<file path="src/rtl/sensor_conditioner_pkg.sv">
// Shared constants, counter widths and plausibility FSM encodings for the
// float-switch sensor conditioner.
package sensor_conditioner_pkg;

   localparam int DEB_LEN_DEF   = 4;
   localparam int FAULT_LEN_DEF = 8;
   localparam int DEB_CNT_W     = 4;
   localparam int FAULT_CNT_W   = 8;

   typedef enum logic [1:0] {
      ST_OK      = 2'b00,
      ST_SUSPECT = 2'b01,
      ST_FAULT   = 2'b10
   } state_t;

endpackage

</file>
<file path="src/rtl/sensor_conditioner_if.sv">
// Sensor-side bundle: raw float-switch levels in, conditioned levels, fault
// flag and FSM debug state out.
interface sensor_conditioner_if;
   import sensor_conditioner_pkg::*;

   // Level signals only, no handshake: the raw inputs are free-running
   // asynchronous levels and the outputs are valid on every cycle.
   logic   I_raw;
   logic   S_raw;
   logic   I;
   logic   S;
   logic   fault;
   state_t dbg_state;

   modport master (output I_raw, output S_raw,
                   input  I, input S, input fault, input dbg_state);
   modport slave  (input  I_raw, input S_raw,
                   output I, output S, output fault, output dbg_state);
endinterface

</file>
<file path="src/rtl/sensor_conditioner_debounce_filter.sv">
// Two-flop synchronizer followed by a saturating run-length debouncer; the
// output only follows a level that has been stable for DEB_LEN cycles.
module debounce_filter
   import sensor_conditioner_pkg::*;
#(
   parameter int DEB_LEN = DEB_LEN_DEF
) (
   input  logic clk,
   input  logic R,
   input  logic d_raw,
   output logic q
);

   logic                 sync1_q, sync2_q;
   logic                 q_q, q_d;
   logic [DEB_CNT_W-1:0] cnt_q, cnt_d;

   always_comb begin
      cnt_d = '0;
      q_d   = q_q;
      // Counter measures the current run of disagreement with the output.
      if (sync2_q != q_q) begin
         if (cnt_q == DEB_CNT_W'(DEB_LEN - 1)) begin
            q_d   = sync2_q;
            cnt_d = '0;
         end else if (cnt_q != '1) begin
            cnt_d = cnt_q + DEB_CNT_W'(1);
         end else begin
            cnt_d = cnt_q;
         end
      end
   end

   always_ff @(posedge clk) begin
      if (R) begin
         sync1_q <= 1'b0;
         sync2_q <= 1'b0;
         cnt_q   <= '0;
         q_q     <= 1'b0;
      end else begin
         sync1_q <= d_raw;
         sync2_q <= sync1_q;
         cnt_q   <= cnt_d;
         q_q     <= q_d;
      end
   end

   assign q = q_q;

endmodule

</file>
<file path="src/rtl/sensor_conditioner.sv">
// Debounces both float switches and latches a fault when the upper switch
// reads wet while the lower reads dry for FAULT_LEN consecutive cycles.
module sensor_conditioner
   import sensor_conditioner_pkg::*;
#(
   parameter int DEB_LEN   = DEB_LEN_DEF,
   parameter int FAULT_LEN = FAULT_LEN_DEF
) (
   input  logic                 clk,
   input  logic                 R,
   sensor_conditioner_if.slave  bus
);

   logic                   filt_i, filt_s;
   logic                   implausible;
   state_t                 state_q;
   logic [FAULT_CNT_W-1:0] fcnt_q;
   logic                   fault_q;

   debounce_filter #(.DEB_LEN(DEB_LEN)) u_filt_i (
      .clk   (clk),
      .R     (R),
      .d_raw (bus.I_raw),
      .q     (filt_i)
   );

   debounce_filter #(.DEB_LEN(DEB_LEN)) u_filt_s (
      .clk   (clk),
      .R     (R),
      .d_raw (bus.S_raw),
      .q     (filt_s)
   );

   assign implausible = filt_s && !filt_i;

   // fcnt_q holds the number of consecutive implausible cycles seen so far.
   always_ff @(posedge clk) begin
      if (R) begin
         state_q <= ST_OK;
         fcnt_q  <= '0;
         fault_q <= 1'b0;
      end else begin
         case (state_q)
            ST_OK: begin
               if (implausible) begin
                  state_q <= ST_SUSPECT;
                  fcnt_q  <= FAULT_CNT_W'(1);
               end
            end
            ST_SUSPECT: begin
               if (!implausible) begin
                  state_q <= ST_OK;
                  fcnt_q  <= '0;
               end else if (fcnt_q == FAULT_CNT_W'(FAULT_LEN - 1)) begin
                  state_q <= ST_FAULT;
                  fcnt_q  <= '0;
                  fault_q <= 1'b1;
               end else begin
                  fcnt_q  <= fcnt_q + FAULT_CNT_W'(1);
               end
            end
            ST_FAULT: begin
               state_q <= ST_FAULT;
            end
            default: begin
               state_q <= ST_OK;
               fcnt_q  <= '0;
               fault_q <= 1'b0;
            end
         endcase
      end
   end

   // Forcing both levels low makes the pump controller run both pumps.
   assign bus.I         = fault_q ? 1'b0 : filt_i;
   assign bus.S         = fault_q ? 1'b0 : filt_s;
   assign bus.fault     = fault_q;
   assign bus.dbg_state = state_q;

endmodule

</file>
<file path="src/flat_wrapper.sv">
// flat-port wrapper written by rule: the top's interface ports become plain ports
module sensor_conditioner_flat import sensor_conditioner_pkg::*;
#(
   parameter int DEB_LEN   = DEB_LEN_DEF,
   parameter int FAULT_LEN = FAULT_LEN_DEF
)
  (clk, R, bus_I_raw, bus_S_raw, bus_I, bus_S, bus_fault, bus_dbg_state);
  sensor_conditioner_if bus_i ();
  input  logic clk;
  input  logic R;
  input wire logic [$bits(bus_i.I_raw)-1:0] bus_I_raw;
  input wire logic [$bits(bus_i.S_raw)-1:0] bus_S_raw;
  output wire logic [$bits(bus_i.I)-1:0] bus_I;
  output wire logic [$bits(bus_i.S)-1:0] bus_S;
  output wire logic [$bits(bus_i.fault)-1:0] bus_fault;
  output wire logic [$bits(bus_i.dbg_state)-1:0] bus_dbg_state;
  assign bus_i.I_raw = bus_I_raw;
  assign bus_i.S_raw = bus_S_raw;
  assign bus_I = bus_i.I;
  assign bus_S = bus_i.S;
  assign bus_fault = bus_i.fault;
  assign bus_dbg_state = bus_i.dbg_state;
  sensor_conditioner #(.DEB_LEN(DEB_LEN), .FAULT_LEN(FAULT_LEN)) u_core (.clk(clk), .R(R), .bus(bus_i));
endmodule
</file>
<file path="config.mk">
export PLATFORM = sky130hd
export DESIGN_NAME = sensor_conditioner_flat
export DESIGN_NICKNAME = d
export VERILOG_FILES = /design/src/rtl/sensor_conditioner_pkg.sv /design/src/rtl/sensor_conditioner_if.sv /design/src/rtl/sensor_conditioner_debounce_filter.sv /design/src/rtl/sensor_conditioner.sv /design/src/flat_wrapper.sv
export SDC_FILE = /design/constraint.sdc
export NUM_CORES = 1
export LEC_CHECK = 0
export CORE_MARGIN = 5
export CORE_UTILIZATION = 24
export CTS_CLUSTER_SIZE = 16
export DETAILED_ROUTE_END_ITERATION = 16
export PLACE_DENSITY = 0.41
export SLEW_MARGIN = 20
export SYNTH_ARGS = -nofsm -noshare
export SYNTH_HDL_FRONTEND = slang
export SYNTH_HIERARCHICAL = 1
export SYNTH_SLANG_ARGS = --single-unit
</file>
<file path="constraint.sdc">
create_clock -name clk -period 2.05 [get_ports clk]
set_clock_uncertainty 0.2 [all_clocks]
set_input_delay 0.3075 -clock clk [delete_from_list [all_inputs] [get_ports clk]]
set_output_delay 0.3075 -clock clk [all_outputs]
set_load 0.01 [all_outputs]
</file>
==> results of run 1 <==
[placed cells by master (no fill, tap or decap), types with 2 or more instances in the layout]
cell type / netlist / final
nand3b_1: 3 / 3
xor2_1: 4 / 4
mux2i_1: 4 / 4
buf_4: 0 / 4
dfxtp_1: 25 / 25
or3_4: 2 / 2
nor3b_1: 2 / 2
o21ai_0: 5 / 5
o2111ai_1: 2 / 2
ha_1: 3 / 3
a31oi_1: 2 / 2
or3b_2: 2 / 2
clkbuf_8: 0 / 3
nand3_1: 4 / 4
nor2_1: 15 / 15
a21oi_1: 4 / 4
nor2b_1: 6 / 6
nand2_1: 2 / 2
nor3_2: 2 / 2
clkdlybuf4s50_1: 0 / 8
xnor2_1: 4 / 4
nor3b_2: 3 / 3
[cell families (layout without fill, tap and decap cells)]
family	Yosys count	after routing	share of synthesized area (%)
AOI/OAI and AO/OA	20	20	12.17
xor gates and xnor gates	8	8	6.140
adders and majority gates	3	3	3.290
buffers and inverters	2	17	0.7668
DFF	25	25	43.86
muxes	4	4	3.509
and+or+nand+nor	51	51	30.26
[metal layers]
layer | wire length, um | GRT usage, % | vias up
met4 | 25 | 3.608 | 0
met1 | 1106 | 9.507 | 383
li1 | - | - | 438
met5 | 0 | 0 | -
met2 | 942 | 11.21 | 6
met3 | 51 | 2.041 | 2
[how the worst min path moves through the flow]
stage                       startpoint                      end  depth (start not counted)
4_1_cts        u_core/u_filt_i/sync1_q  u_core/u_filt_i/sync2_q                          1
6_report       u_core/u_filt_i/sync1_q  u_core/u_filt_i/sync2_q                          1
5_1_grt        u_core/u_filt_i/sync1_q  u_core/u_filt_i/sync2_q                          1
2_1_floorplan                        R         u_core/bus.fault                          1
3_5_place_dp   u_core/u_filt_i/sync1_q  u_core/u_filt_i/sync2_q                          1
3_3_place_gp   u_core/u_filt_i/sync1_q  u_core/u_filt_i/sync2_q                          1
[report_power, final]
part / switching (uW) / internal [uW] / total [uW]
clock network: 154 / 136 / 289
logic: 10.6 / 14.6 / 25.3
registers: 2.74 / 490 / 493
[stage by stage]
stage	hold slack, ps	power (uW)	utilization (%)
floorplan	173.7	514.5	-
global placement	226.1	529.7	28.19
detailed placement	223.9	530.3	28.19
CTS	248.7	834.2	29.18
global route	262.2	853.7	29.18
finish	244.0	807.3	29.18
[cell type report]
class / instances / area, um2 / share of cell area (%)
multi-input combinational: 86 / 631.9 / 46.46
sequential: 25 / 500.5 / 36.80
timing repair buffer: 12 / 110.1 / 8.096
tap: 54 / 67.56 / 4.968
clock buffer: 3 / 41.29 / 3.036
clock inverter: 1 / 5.005 / 0.3680
inverter: 1 / 3.754 / 0.2760
[flip-flops by register name (all words and copies together) (netlist names)]
signal / cells
u_core/u_filt_i/q: 1
u_core/u_filt_s/cnt_q: 4
u_core/u_filt_s/sync1_q: 1
u_core/fcnt_q: 8
u_core/u_filt_s/q: 1
u_core/u_filt_i/cnt_q: 4
u_core/u_filt_i/sync2_q: 1
u_core/bus.dbg_state: 2
u_core/bus.fault: 1
u_core/u_filt_s/sync2_q: 1
u_core/u_filt_i/sync1_q: 1
==> qor.txt, run 1 <==
Yosys reg bits: 25
Filler cells: 479
# setup viols final: 0
syn_area_per_cell: 10.10 um2
Crit Path Max Fanout: 6
PD cells: 593.6 mW/mm2
Netlist cell types: 38
most frequent cell after synthesis: dfxtp_1
worst path bufs/invs: 1
area of the die: 0.006234 mm2
Synth warnings: 6
gr usage total: 7.346%
initial antenna violation count: 0
Clock Path Buffers: 2
root buffer cell: clkbuf_8
Syn-to-layout area delta: 19.19%
number of flops mapped to enable cells by yosys: 0
GPL Wtd Cong: 0.7158
MaxCap Viol Count: 0
cell area after placement: 0.001314 mm2
Ant. Diodes: 0
WP depth: 2
slowest cell delay on critical path: 540 ps
Slowest-stage cell, CP: clkdlybuf4s50_1
fin crit period: 1927 ps
vias per inst: 4.555
drc violations: 0
final hold viol count: 0
final std cells w/o fill: 182
reg2reg end: u_core/fcnt_q[4]
first-pass GRT wire length: 3594 um
crit path from: u_core/u_filt_i/q
number of global-route vias before repair: 807
post-route ant nets: 0
R2R Setup Slk: 270 ps
DR vias: 829
Chip Height: 78.96 um
CP required: 1540 ps
setup TNS: 0 ps
Critical Path AT: 1420 ps
Worst-path clk slew: 90 ps
final WL: 2126 um
Die X: 78.96 um
Synth Net Count: 120
leading area contributor after synthesis: dfxtp_1
Final WS setup: 122.7 ps
drt first pass iters: 4
postcts setup bufs: 0
Slew Limit Fails: 0
CTS-repair resized insts: 0
critical path class: reg -> out
core box area: 0.004661 mm2
top-area cell type share of the netlist area: 43.86%
Seq/Total Area, Yosys: 43.86%
R2R Path Start: u_core/fcnt_q[3]
worst ir drop on vdd: 0.1891 mV
DRT iter0 DRCs: 18
Inst Count DP: 178
Synth Cell Area: 0.001141 mm2
Slew headroom: 75.15%
num rows: 25
post-DP HPWL: 1606 um
fraction of layout cells with a size suffix above 1: 17.97%
hold crit path type: reg -> reg
Max Freq: 518.9 MHz
Reg2Reg Depth: 4
Starting Density: 24.48%
Synth area leaders: dfxtp_1, nor2_1, mux2i_1
I/O pin cnt: 9
Synth async-reset ratio: 0%
GRT overflow: 0
TritonCTS clock tree: yes
Clk Latency, worst-skew pair: 270 ps
fin crit share: 94.01%
H-tree levels: 1
RSZ-0062 raised after global routing: false
Worst-Margin Slew: 371.1 ps
largest net degree at the start of global routing: 15
crit path to: bus_I
family with the most delay on the worst path: buffers and inverters
IO Port Bufs: 8
Num CTS Buffers: 3
sinks on the clock net: 25
cell chain of the critical path: nor2b_1 > clkdlybuf4s50_1
Total Nets Final: 136
post-DR wirelength/cell: 11.68 um
Post-CTS Hold Buffers: 0
endpoint class of the critical path: output port
top_reg_cell synth: dfxtp_1
fin area: 0.001360 mm2
Synth top cells by count: dfxtp_1, nor2_1, nor2b_1
Critical Path Start Type: flip-flop
LEAKAGE: 0.0005033 uW
outcome: finished clean
pre-CTS setup slack: 265.6 ps
Mapped Cells: 113
Note: power is estimated with default switching activity, not from simulation.
==> inputs of run 2 (changes only) <==
- CORE_ASPECT_RATIO: unset -> 1.2
==> run 2 against run 1 <==
Maximum frequency increased by 0.35%. Design area decreased by 0.28%. Die area about the same. Combinational power decreased by 7%. Via count increased by 1.2%. First-iteration DRC count increased by 83%.
==> qor.txt, run 2 (synthesized netlist as in run 1, its figures left out) <==
number of global-route vias before repair: 769 (was 807)
vias per inst: 4.535 (was 4.555)
largest net degree at the start of global routing: 14 (was 15)
gr usage total: 6.892% (was 7.346%)
core box area: 0.004594 mm2 (was 0.004661 mm2)
Crit Path Max Fanout: 6 (unchanged)
PD cells: 588.4 mW/mm2 (was 593.6 mW/mm2)
outcome: finished clean (unchanged)
Worst-path clk slew: 80 ps (was 90 ps)
Logic pwr share: 2.9% (was 3.1%)
Inst Count DP: 181 (was 178)
DR vias: 839 (was 829)
initial antenna violation count: 0 (unchanged)
worst ir drop on vdd: 0.1626 mV (was 0.1891 mV)
Clk Latency, worst-skew pair: 260 ps (was 270 ps)
fraction of layout cells with a size suffix above 1: 16.54% (was 17.97%)
Reg2Reg Depth: 4 (unchanged)
Syn-to-layout area delta: 18.86% (was 19.19%)
area of the die: 0.006239 mm2 (was 0.006234 mm2)
post-route ant nets: 0 (unchanged)
drt first pass iters: 4 (unchanged)
setup TNS: 0 ps (unchanged)
fin crit period: 1921 ps (was 1927 ps)
Post-CTS Hold Buffers: 0 (unchanged)
postcts setup bufs: 0 (unchanged)
Slew Limit Fails: 0 (unchanged)
Largest Register: u_core/fcnt_q (unchanged)
max reg flops: 8 (unchanged)
Total Nets Final: 135 (was 136)
crit path from: u_core/u_filt_s/q (was u_core/u_filt_i/q)
final std cells w/o fill: 185 (was 182)
Starting Density: 24.84% (was 24.48%)
Max Freq: 520.7 MHz (was 518.9 MHz)
I/O pin cnt: 9 (unchanged)
Net Switching: 156.1 uW (was 166.9 uW)
final WL: 2034 um (was 2126 um)
Int Power: 641.9 uW (was 640.3 uW)
post-DR wirelength/cell: 10.99 um (was 11.68 um)
final hold viol count: 0 (unchanged)
LEAKAGE: 0.0004958 uW (was 0.0005033 uW)
commonest non-fill, non-tap cell in the layout: dfxtp_1 (unchanged)
first-pass GRT wire length: 3477 um (was 3594 um)
H-tree levels: 1 (unchanged)
MaxCap Viol Count: 0 (unchanged)
CTS-repair resized insts: 0 (unchanged)
hold crit path type: reg -> reg (unchanged)
drc violations: 0 (unchanged)
CP required: 1540 ps (about the same)
most frequent cells in the layout: dfxtp_1, nor2_1, clkdlybuf4s50_1, nor2b_1, o21ai_0 (unchanged)
RSZ-0062 raised after global routing: false (unchanged)
num rows: 27 (was 25)
post-DP HPWL: 1581 um (was 1606 um)
Chip Height: 85.54 um (was 78.96 um)
Worst-Margin Slew: 353.0 ps (was 371.1 ps)
Filler cells: 514 (was 479)
hold path startpoint: u_core/u_filt_s/sync1_q (was u_core/u_filt_i/sync1_q)
fin crit share: 93.69% (was 94.01%)
Slew headroom: 76.36% (was 75.15%)
Die X: 72.95 um (was 78.96 um)
Clk pwr share: 35.3% (was 35.8%)
Num CTS Buffers: 3 (unchanged)
sinks on the clock net: 25 (unchanged)
root buffer cell: clkbuf_8 (unchanged)
# setup viols final: 0 (unchanged)
hold path depth: 1 (unchanged)
Critical Path AT: 1410 ps (was 1420 ps)
Critical Path Start Type: flip-flop (unchanged)
Clock Path Buffers: 2 (unchanged)
largest registers: u_core/fcnt_q x8, u_core/u_filt_i/cnt_q x4, u_core/u_filt_s/cnt_q x4 (unchanged)
endpoint class of the critical path: output port (unchanged)
sequential share of power: 61.7% (was 61.0%)
GPL Wtd Cong: 0.7994 (was 0.7158)
GRT overflow: 0 (unchanged)
critical path class: reg -> out (unchanged)
DRT iter0 DRCs: 33 (was 18)
Ant. Diodes: 0 (unchanged)
Net Sw Frac: 19.57% (was 20.68%)
TritonCTS clock tree: yes (unchanged)
R2R Path Start: u_core/fcnt_q[3] (unchanged)
IO Port Bufs: 8 (unchanged)
[run 2: cell types whose count changed in the layout (fill, tap and decap cells not counted), sizes merged]
cell	before	now
clkinv	1	0
buf	4	3
clkbuf	3	4
[run 2: worst paths after layout]
path | endpoint | slack (ps)
worst max-delay path | bus_S | 130
worst min-delay path | u_core/u_filt_s/sync2_q | 250
worst max register to register | u_core/fcnt_q[5] | 290
worst min register to register | u_core/u_filt_s/sync2_q | 250
[run 2: critical path, stage by stage (launching register included)]
cell and delay [ps]:
dfxtp_1 450, nor2b_1 160, clkdlybuf4s50_1 540
[run 2: final cells by class]
cell class,instances,area [um2],area share (%)
Sequential cell,25,500.5,36.90
Tap cell,58,72.57,5.351
Inverter,1,3.754,0.2768
Multi-Input combinational cell,86,631.9,46.59
Timing Repair Buffer,11,102.6,7.565
Clock buffer,4,45.04,3.321
[run 2: power by group through the flow]
| stage | logic [uW] | clock network (uW) | registers, uW |
|---|---|---|---|
| after floorplan | 10.8 | 0 | 504 |
| after global placement | 23.6 | 0 | 504 |
| after detailed placement | 24.1 | 0 | 504 |
| after CTS | 24.2 | 304 | 493 |
| after global routing | 26.5 | 314 | 494 |
| final | 23.5 | 282 | 493 |
[run 2: through the flow]
step	instance area [um2]	power (uW)	setup WS, ps	hold WS, ps	utilization, %
after floorplan	1141	514.5	419.7	173.7	-
after global placement	1311	527.6	246.1	218.2	28.54
after detailed placement	1311	528.4	213.3	228.3	28.54
after CTS	1356	820.6	89.33	248.9	29.52
after global routing	1356	834.5	45.18	262.1	29.52
final	1356	798.0	129.4	245.5	29.52
[run 2: layer usage]
layer	share of wire (%)	GRT usage, %	vias to the layer above
li1	-	-	433
met1	49	9.368	398
met2	46	10.02	6
met3	3.7	1.993	2
met4	1.2	3.020	0
met5	0	0	-
